===== config.mk =====
export PLATFORM = sky130hd
export DESIGN_NAME = target_route_sequencer
export DESIGN_NICKNAME = d
export VERILOG_FILES = /design/src/rtl/target_route_sequencer.sv
export SDC_FILE = /design/constraint.sdc
export NUM_CORES = 1
export LEC_CHECK = 0
export CORE_UTILIZATION = 45
export CTS_CLUSTER_SIZE = 10
export DETAILED_ROUTE_END_ITERATION = 7
export MAX_ROUTING_LAYER = met4
export PLACE_DENSITY = 0.69
export SKIP_LAST_GASP = 1
export SYNTH_ARGS = -nofsm -noshare
export SYNTH_HDL_FRONTEND = slang
export SYNTH_SLANG_ARGS = --single-unit

===== constraint.sdc =====
create_clock -name clk -period 2.85 [get_ports clk]
set_input_delay 0.57 -clock clk [delete_from_list [all_inputs] [get_ports clk]]
set_output_delay 0.57 -clock clk [all_outputs]
set_load 0.01 [all_outputs]

===== src/rtl/target_route_sequencer.sv =====
// target_route_sequencer: steps a robot through a programmable waypoint table, presenting one {theta, r} location per leg to a planner.
// Ports: clk, reset (sync, active-high); switches (route start index), load (start-route pulse), cancel (abort route);
//        wr_en/wr_addr/wr_data ({last, theta, r}) program the table; loc_ready (planner handshake), arrived (waypoint reached pulse);
//        location/location_valid present the waypoint, route_index is the latched entry, busy and route_done report state.
// Macro TARGET_ROUTE_LOOP_EN: when defined, the final leg restarts the route at its start index instead of finishing.
module target_route_sequencer #(
  parameter int R_W = 8,
  parameter int THETA_W = 4,
  parameter int DEPTH = 8,
  parameter int IDX_W = 3,
  parameter logic [THETA_W+R_W-1:0] DEFAULT_LOCATION = (THETA_W+R_W)'({4'h6, 8'h18})
) (
  input  logic                     clk,
  input  logic                     reset,
  input  logic [IDX_W-1:0]         switches,
  input  logic                     load,
  input  logic                     cancel,
  input  logic                     wr_en,
  input  logic [IDX_W-1:0]         wr_addr,
  input  logic [THETA_W+R_W:0]     wr_data,
  input  logic                     loc_ready,
  input  logic                     arrived,
  output logic [THETA_W+R_W-1:0]   location,
  output logic                     location_valid,
  output logic [IDX_W-1:0]         route_index,
  output logic                     busy,
  output logic                     route_done
);
  localparam int L = THETA_W + R_W;
  localparam logic [1:0] IDLE = 2'd0, PRESENT = 2'd1, TRAVEL = 2'd2, DONE = 2'd3;
`ifdef TARGET_ROUTE_LOOP_EN
  localparam bit LOOP_EN = 1'b1;
`else
  localparam bit LOOP_EN = 1'b0;
`endif
  logic [L:0]       tbl_q [DEPTH];
  logic [1:0]       state_q, state_d;
  logic [L-1:0]     loc_q, loc_d;
  logic             last_q, last_d;
  logic [IDX_W-1:0] idx_q, idx_d, start_q, start_d;
  logic [IDX_W:0]   legs_q, legs_d;
  logic             final_leg;
  // A leg is final on its latched last bit, or after DEPTH legs so an unterminated table cannot run forever.
  assign final_leg = last_q || legs_q == (IDX_W+1)'(DEPTH);
  always_comb begin
    state_d = state_q;
    loc_d = loc_q;
    last_d = last_q;
    idx_d = idx_q;
    start_d = start_q;
    legs_d = legs_q;
    if (cancel) state_d = IDLE;
    else if (load && (state_q == IDLE || state_q == DONE)) begin
      idx_d = switches;
      start_d = switches;
      legs_d = (IDX_W+1)'(1);
      {last_d, loc_d} = tbl_q[switches];
      state_d = PRESENT;
    end
    else if (state_q == PRESENT && loc_ready) state_d = TRAVEL;
    else if (state_q == TRAVEL && arrived) begin
      state_d = (final_leg && !LOOP_EN) ? DONE : PRESENT;
      if (state_d == PRESENT) begin
        idx_d = final_leg ? start_q : idx_q + IDX_W'(1);
        legs_d = final_leg ? (IDX_W+1)'(1) : legs_q + (IDX_W+1)'(1);
        {last_d, loc_d} = tbl_q[idx_d];
      end
    end
  end
  always_ff @(posedge clk) begin
    if (reset) begin
      state_q <= IDLE;
      loc_q <= DEFAULT_LOCATION;
      last_q <= 1'b1;
      idx_q <= '0;
      start_q <= '0;
      legs_q <= '0;
    end else begin
      state_q <= state_d;
      loc_q <= loc_d;
      last_q <= last_d;
      idx_q <= idx_d;
      start_q <= start_d;
      legs_q <= legs_d;
    end
  end
  always_ff @(posedge clk) begin
    if (reset) for (int i = 0; i < DEPTH; i++) tbl_q[i] <= {1'b1, DEFAULT_LOCATION};
    else if (wr_en) tbl_q[wr_addr] <= wr_data;
  end
  assign location = loc_q;
  assign location_valid = state_q == PRESENT;
  assign route_index = idx_q;
  assign busy = state_q == PRESENT || state_q == TRAVEL;
  assign route_done = state_q == DONE;
endmodule


Yosys cells after proc, flatten, opt, wreduce, memory -nomap -nowiden:

Memories as Yosys holds them, arrays and structs flattened.
Cells that the tools add are included.

* reductions and logical operators: 16
* eq/ne operators: 6
* add/sub/neg operators: 2
* multiplexer cells: 30
* bitwise gates (word level): 1

Operators with widths (count)
* two-way mux 12 bit: 4
* two-way mux 4 bit: 5
* two-way mux 3 bit: 6
* two-way mux 13 bit: 1
* OR reduction 13 bit: 1
* two-way mux 1 bit: 11
* two-way mux 2 bit: 3
* nonzero test 2 bit: 3
* adder 4 x 1 -> 4 bit, second input constant: 1
* equality test 2 x 1 -> 1 bit, second input constant: 2
* equality test 2 bit, second input constant: 2
* equality test 4 bit, second input constant: 1
* AND reduction 4 bit: 1
* adder 3 x 1 -> 3 bit, second input constant: 1
* logical AND 1 bit: 3
* logical OR 1 bit: 3
* nonzero test 3 bit: 1
* OR reduction 3 bit: 1
* logical NOT 2 bit: 1
* != test 2 bit, second input constant: 1
* AND reduction 2 bit: 1
* OR reduction 2 bit: 1
* NOT 1 bit: 1

* memories kept: 1
* flip-flop bits (word level): 25
* logic and storage cells: 63
* RAM bits: 104
* output and inout bits: 18

Memories
* tbl_q: depth 8, bits a word 13, read ports 2, clocked after Yosys merged registers in 0, write ports 8, RTL line 36 `logic [L:0] tbl_q [DEPTH];`

Logic depth before layout (Yosys ltp):

Gate-level depths: netlist of run 1.

* depth in word-level cells: 8
* depth in mapped cells: 9
* gate-level depth less buffers: 8

Worst setup path after synthesis of run 1:

OpenSTA, ideal clock, no wires.

* path type: input-to-reg
* start point: in reset
* end point: mem tbl_q[6][0] (netlist bit) (enable)
* library setup time: 0.357 ns
* setup slack: 0.477 ns
* path buffers: 3
* arrival time: 2.015 ns
* stages: 6
* data required time: 2.493 ns
* path through: clkbuf_1 -> nand2b_1 -> clkbuf_1 -> nor3_1 -> clkbuf_1 -> or2_1

RTL lines
* from (decl): RTL line 14 `input logic reset,`
* to (decl): RTL line 36

Worst setup path after layout of run 1:

* start point: reg legs_q[0]
* end point: reg loc_q[10] (netlist: location[10])

* longest elaborated chain between the ends: 8
* elaborated cells between the ends (all ways): 12
* classes of those cells: 2 x eq/ne; 6 x mux; 3 x reduce/logical; 1 x memory

Ends and longest elaborated chain
* from (decl): RTL line 41 `logic [IDX_W:0] legs_q, legs_d;`
* from (signal assigned): RTL line 84 `legs_q <= legs_d;`
* equality test 4 bit *: RTL line 44 `assign final_leg = last_q || legs_q == (IDX_W+1)'(DEPTH);`
* logical OR 1 bit *: RTL line 44
* two-way mux 3 bit: RTL line 64 `idx_d = final_leg ? start_q : idx_q + IDX_W'(1);`
* memory (8 x 13 bit)
* two-way mux 12 bit: RTL line 63 `if (state_d == PRESENT) begin`
* two-way mux 12 bit: RTL line 61 `else if (state_q == TRAVEL && arrived) begin`
* two-way mux 12 bit: RTL line 60 `else if (state_q == PRESENT && loc_ready) state_d = TRAVEL;`
* two-way mux 12 bit: RTL line 53 `else if (load && (state_q == IDLE || state_q == DONE)) begin`
* to (signal assigned): RTL line 80 `loc_q <= loc_d;`
* to (decl): RTL line 38 `logic [L-1:0] loc_q, loc_d;`

Mark *: on every way between the ends. The rest lies on a longest branch, timed or not. The select of a mux whose other input is x is not followed.
A chain may end at the register's enable or synchronous reset.

==> run_results.csv, run 1 <==
group,metric,value,unit
power_and_ir_drop,seqPwrFrac,0.451,
clock_network,post_cts_buffers,0,
clock_network,numCtsBuffers,17,
global_route,grt_pass1_wl,26800,um
place,io_buffers,43,
global_route,antenna_found_initial,0,
worst_setup_path,worstPathArrival,2.79,ns
worst_setup_path,cp_cell_sequence,"inv_1 > ha_1 > nand3b_1 > nand2_2 > a21oi_4 > buf_4 > mux2i_1 > o22ai_1 > o32a_1",
drt,dr.pass1.iters,5,
synthesis,netlist_top_cells_area,"edfxtp_1, mux4_2, mux2i_1, dfxtp_1, and2_1",
synthesis,syn_inst,545,
synthesis,synth_top_area_frac,0.461,
power_and_ir_drop,sw_frac_of_total,0.247,
drt,wire_per_inst,21.7,um
floorplanning,core_area,14600,um^2
clock_network,cts_buffer_depth,2,
synthesis,yosysWarnings,0,
clock_network,cts.sinks,129,
worst_setup_path,critPathMaxFanout,12,
drt,wirelength,17400,um
worst_setup_path,cp-start-kind,"flop",
floorplanning,io_pins,44,
drt,drtIter0Drc,438,
floorplanning,die-area,15500,um^2
timing,max_slew_margin,0.563,
synthesis,synth_commonest_cells,"edfxtp_1, and2_1, mux2i_1, nand2_1, nand2b_1",
timing,tightest_slew,0.655,ns
timing,finalHoldViolCount,0,
drt,viasPerCell,5.97,
timing,setup_tns,0,ns
worst_setup_path,critPathSlowestCell,"a21oi_4",
synthesis,ys_ff_latch,129,
floorplanning,die_w,125,um
worst_setup_path,crit_type,"reg -> reg",
clock_network,htree_levels,4,
run,drv_cap,0,
global_route,grt-ovfl-total,0,
cells_and_area,syn2layout_area_growth,19.6,%
place,dp_hpwl,11900,um
timing,period_needed,2.50,ns
floorplanning,die_h,125,um
min_path,worstHoldStart,"location[4]",
worst_setup_path,cp-end-kind,"flop",
clock_network,cts_resized,0,
worst_setup_path,ff2ff_path_depth,9,
synthesis,synth_nets,577,
cells_and_area,fin_cells,800,
cells_and_area,nets,635,
worst_setup_path,cp.required,3.14,ns
timing,maxSlewViolCount,0,
clock_network,clk_pin_slew_worst_paths,0.06,ns
synthesis,yosys.cell_count.top_type,"edfxtp_1",
timing,setup-violations-final,0,
clock_network,clock_latency,0.41,ns
cells_and_area,drive_gt1_frac,0.169,
run_status,status,"finished clean",
drt,antenna_left,0,
synthesis,ys.flop_type,"edfxtp_1",
power_and_ir_drop,p_leak,3.02,nW
synthesis,async_reset_ff_frac,0,
drt,drc,0,
power_and_ir_drop,power_frac_clock,0.422,
synthesis,synth.distinct_cells,53,
cells_and_area,antennaDiodeCount,0,
power_and_ir_drop,power.switching,1.23,mW
clock_network,ctsHoldBuffers,0,
global_route,grt_pass1_vias,4806,
clock_network,clockRootBuffer,"clkbuf_16",
power_and_ir_drop,power_density,613,nW/um^2
synthesis,post_synth.cell_area_avg,12.4,um^2
global_route,globalRouteTotalUtil,0.237,
timing,rsz0062_at_grt,"no",
global_route,grt_max_degree,29,
drt,vias,4773,
power_and_ir_drop,ir_drop,441,uV
timing,period_share,0.876,
synthesis,ys_seq_area_frac,0.535,
min_path,hold_class,"reg -> reg",
place,place.gp.congestion,0.844,
timing,fmax,401,MHz
place,place_inst,768,
worst_setup_path,startpoint,"legs_q[0]",
synthesis,synth_area_leader_cell,"edfxtp_1",
power_and_ir_drop,p_comb_frac,0.128,
floorplanning,start_util,0.464,
worst_setup_path,critical-path-max-stage-delay,0.47,ns
min_path,hold_depth,1,
clock_network,cts_tree,"yes",
worst_setup_path,r2r_start,"legs_q[0]",
power_and_ir_drop,p_int,3.74,mW
synthesis,netlist_area,6770,um^2
timing,skew,0.00610,ns
floorplanning,row_count,44,
synthesis,synth_edf_count,104,
## cells by family after synthesis
| family | synth area share |
|---|---|
| adders and majority gates | 0.0111 |
| and+or+nand+nor | 0.170 |
| xor gates and xnor gates | 0.00517 |
| DFF | 0.535 |
| muxes | 0.163 |
| AOI/OAI and AO/OA | 0.0855 |
| buffers and inverters | 0.0299 |
## power by group through the flow
stage               Clock, mW  Sequential (mW)  Combinational, mW
floorplan                   0             2.24              0.401
global placement            0             2.26              0.617
detailed placement          0             2.27              0.629
CTS                      2.10             2.24              0.632
global route             2.18             2.25              0.677
finish                   2.10             2.24              0.633
## stage by stage
| stage | hold slack (ns) | instance area [um^2] | setup WS, ns | total power [mW] | utilization |
|---|---|---|---|---|---|
| after floorplan | 0.480 | 6770 | 0.477 | 2.64 | - |
| after global placement | 0.462 | 7530 | 0.379 | 2.88 | 0.516 |
| after detailed placement | 0.474 | 7530 | 0.343 | 2.90 | 0.516 |
| after CTS | 0.487 | 8100 | 0.361 | 4.96 | 0.555 |
| after global routing | 0.500 | 8100 | 0.209 | 5.11 | 0.555 |
| final | 0.499 | 8100 | 0.355 | 4.97 | 0.555 |
## worst max-delay path, delay by kind of cell (launching register included)
kind	cells	cell delay, ns
buf+inv	2	0.32
simple gates	2	0.30
fa+ha+maj	1	0.20
flops	1	0.39
compound gates	3	0.91
mux	1	0.22
## registers in the layout, indices dropped and copies added, names as in the netlist
name,count
route_index,3
legs_q,4
location,12
state_q,2
start_q,3
last_q,1
tbl_q,104
## area by class of cell
class / count / area (um^2)
fill: 1157 / 6490
sequential: 129 / 3620
multi-input combinational: 376 / 2950
timing repair buffer: 73 / 701
clock buffer: 19 / 433
tap: 184 / 230
clock inverter: 13 / 140
inverter: 6 / 22.5
## path summary, 6_finish.rpt
kind / endpoint / slack [ns]
max reg2reg: location[10] / 0.35
min: location[4] / 0.50
min reg2reg: location[4] / 0.50
max: location[10] / 0.35
## metal layers
metal  routed length, um  part of all wire  track usage
met4                 401             0.023       0.0900
met1                7260              0.42        0.301
met3                1160             0.066       0.0455
met5                   0                 0            -
met2                8560              0.49        0.376
## placed cells by master (no fill, tap or decap), drive strengths merged, types with 25 or more instances in the layout
master         instances
edfxtp               104
and2                  66
mux2i                 52
clkdlybuf4s50         42
nand2                 39
buf                   31
nand2b                27
mux4                  26
dfxtp                 25
nor2                  25
No activity file was read; power rests on OpenSTA's default activity.
==> run 2, diff against run 1 <==
--- a/config.mk
+++ b/config.mk
@@ -5,6 +5,7 @@
 export SDC_FILE = /design/constraint.sdc
 export NUM_CORES = 1
 export LEC_CHECK = 0
+export ABC_AREA = 1
 export CORE_UTILIZATION = 45
 export CTS_CLUSTER_SIZE = 10
 export DETAILED_ROUTE_END_ITERATION = 7
==> run 2 against run 1 <==
Against the previous run: non-clock buffer count is 3 higher; sequential power hardly changed; flip-flop and latch count is the same; clock-buffer cell count is 1 lower.
==> run_results.csv, run 2 <==
group,metric,value,unit
synthesis,post_synth.cell_area_avg,7.52,um^2
synthesis,ys_ff_latch,129,
synthesis,syn_inst,973,
worst_setup_path,r2r_slack,0.49,ns
cells_and_area,antennaDiodeCount,0,
cells_and_area,largest_reg_flops,104,
timing,skew,0.0111,ns
timing,max_slew_margin,0.588,
clock_network,cts_tree,"yes",
place,dp_hpwl,13000,um
cells_and_area,fin_cells,1254,
drt,wire_per_inst,15.2,um
clock_network,clockRootBuffer,"clkbuf_16",
timing,setup-violations-final,0,
global_route,grt_max_degree,45,
floorplanning,die_h,130,um
synthesis,synth_commonest_cells,"nand2_1, inv_1, nand3_1, edfxtp_1, nor2_1",
clock_network,clk_pin_slew_worst_paths,0.06,ns
worst_setup_path,critPathMaxFanout,43,
timing,maxSlewViolCount,0,
clock_network,post_cts_buffers,0,
synthesis,yosysWarnings,0,
timing,tightest_slew,0.617,ns
power_and_ir_drop,power_density,609,nW/um^2
timing,layout_setup_ws,0.493,ns
cells_and_area,mostFrequentLayoutCells,"nand2_1, inv_1, nand3_1, edfxtp_1, nor2_1",
power_and_ir_drop,p_total,5.26,mW
timing,setup_tns,0,ns
drt,antenna_left,0,
worst_setup_path,ff2ff_path_depth,13,
worst_setup_path,cp.required,3.16,ns
global_route,grt_pass1_wl,30600,um
power_and_ir_drop,p_leak,3.92,nW
clock_network,cts.sinks,129,
timing,period_needed,2.36,ns
synthesis,synth_edf_count,104,
clock_network,cts_resized,0,
cells_and_area,nets,1057,
worst_setup_path,crit_type,"reg -> reg",
min_path,hold_depth,2,
cells_and_area,seq_area,3620,um^2
drt,drc,0,
floorplanning,core_area,15900,um^2
place,io_buffers,43,
drt,dr.pass1.iters,6,
synthesis,synth.distinct_cells,31,
synthesis,synth_area_leader_cell,"edfxtp_1",
synthesis,netlist_area,7320,um^2
floorplanning,io_pins,44,
synthesis,ys_seq_area_frac,0.495,
cells_and_area,final_core_util,0.544,
place,place.gp.congestion,0.834,
clock_network,clock_latency,0.43,ns
synthesis,netlist_top_cells_area,"edfxtp_1, nand2_1, inv_1, nand3_1, dfxtp_1",
cells_and_area,fillers,1536,
drt,vias,6429,
cells_and_area,final_common_cell,"nand2_1",
worst_setup_path,worstPathArrival,2.67,ns
floorplanning,die_w,130,um
drt,viasPerCell,5.13,
cells_and_area,syn2layout_area_growth,18.0,%
synthesis,async_reset_ff_frac,0,
cells_and_area,regMostFlops,"tbl_q",
timing,rsz0062_at_grt,"no",
timing,finalHoldViolCount,0,
power_and_ir_drop,ir_drop,415,uV
clock_network,ctsHoldBuffers,0,
cells_and_area,fin_area,8640,um^2
global_route,grt_pass1_vias,5727,
timing,hold_ws,0.502,ns
synthesis,synth_top_area_frac,0.427,
worst_setup_path,cp-end-kind,"flop",
floorplanning,die-area,16800,um^2
drt,wirelength,19100,um
synthesis,yosys.cell_count.top_type,"nand2_1",
floorplanning,row_count,46,
min_path,hold_class,"reg -> reg",
synthesis,synth_nets,1005,
cells_and_area,multi_input_area,2830,um^2
floorplanning,start_util,0.461,
cells_and_area,drive_gt1_frac,0.0800,
global_route,globalRouteTotalUtil,0.251,
timing,fmax,424,MHz
synthesis,ys.flop_type,"edfxtp_1",
clock_network,cts_buffer_depth,2,
timing,period_share,0.827,
run_status,status,"finished clean",
global_route,grt-ovfl-total,0,
worst_setup_path,cp-start-kind,"flop",
place,dp_slack,0.342,ns
place,place_inst,1222,
clock_network,htree_levels,4,
run,drv_cap,0,
place,dpl_cell_area,8050,um^2
clock_network,numCtsBuffers,17,
drt,drtIter0Drc,751,
global_route,antenna_found_initial,0,
==> run 2: logic make-up (layout without fill, tap and decap cells) <==
group / Yosys count / count (layout) / synth area share
xor gates and xnor gates: 1 / 1 / 0.00120
buffers and inverters: 213 / 278 / 0.119
DFF: 129 / 129 / 0.495
adders and majority gates: 6 / 6 / 0.0103
AOI/OAI and AO/OA: 137 / 137 / 0.0971
and+or+nand+nor: 487 / 487 / 0.278
==> run 2: power by group <==
part           internal (mW)  total [mW]  switching (mW)
clock network           1.37        2.21           0.839
logic                  0.281       0.845           0.564
registers               2.15        2.21          0.0545
total                   3.81        5.26            1.46
==> run 2: path summary, 6_finish.rpt <==
path / to / from
worst min-delay path: legs_q[3] / legs_q[3]
worst max-delay path: location[7] / legs_q[0]
worst min register to register: legs_q[3] / legs_q[3]
worst max register to register: location[7] / legs_q[0]
==> run 2: layout make-up <==
cell class,instances,area share
Clock buffer,18,0.0497
Clock inverter,14,0.0188
Inverter,170,0.0742
Multi-Input combinational cell,631,0.327
Sequential cell,129,0.419
Tap cell,216,0.0313
Timing Repair Buffer,76,0.0794
==> run 2: critical path: stages, from the launching register on <==
cell     delay, ns
dfxtp_1       0.35
inv_1         0.07
ha_1          0.19
nand3_4       0.11
nand2_4       0.13
nand2_4       0.23
nand2_4       0.50
nand2_1       0.10
nand3_1       0.11
nand2_1       0.09
nand2_1       0.07
nand2_1       0.05
nor2_1        0.18
nor2_1        0.05
==> run 2: layer usage <==
metal / vias to the layer above / GRT usage / wire length (um)
met2: 253 / 0.384 / 8640
li1: 3197 / - / -
met1: 2953 / 0.334 / 8760
met3: 26 / 0.0516 / 1450
met5: - / - / 0
met4: 0 / 0.0766 / 241
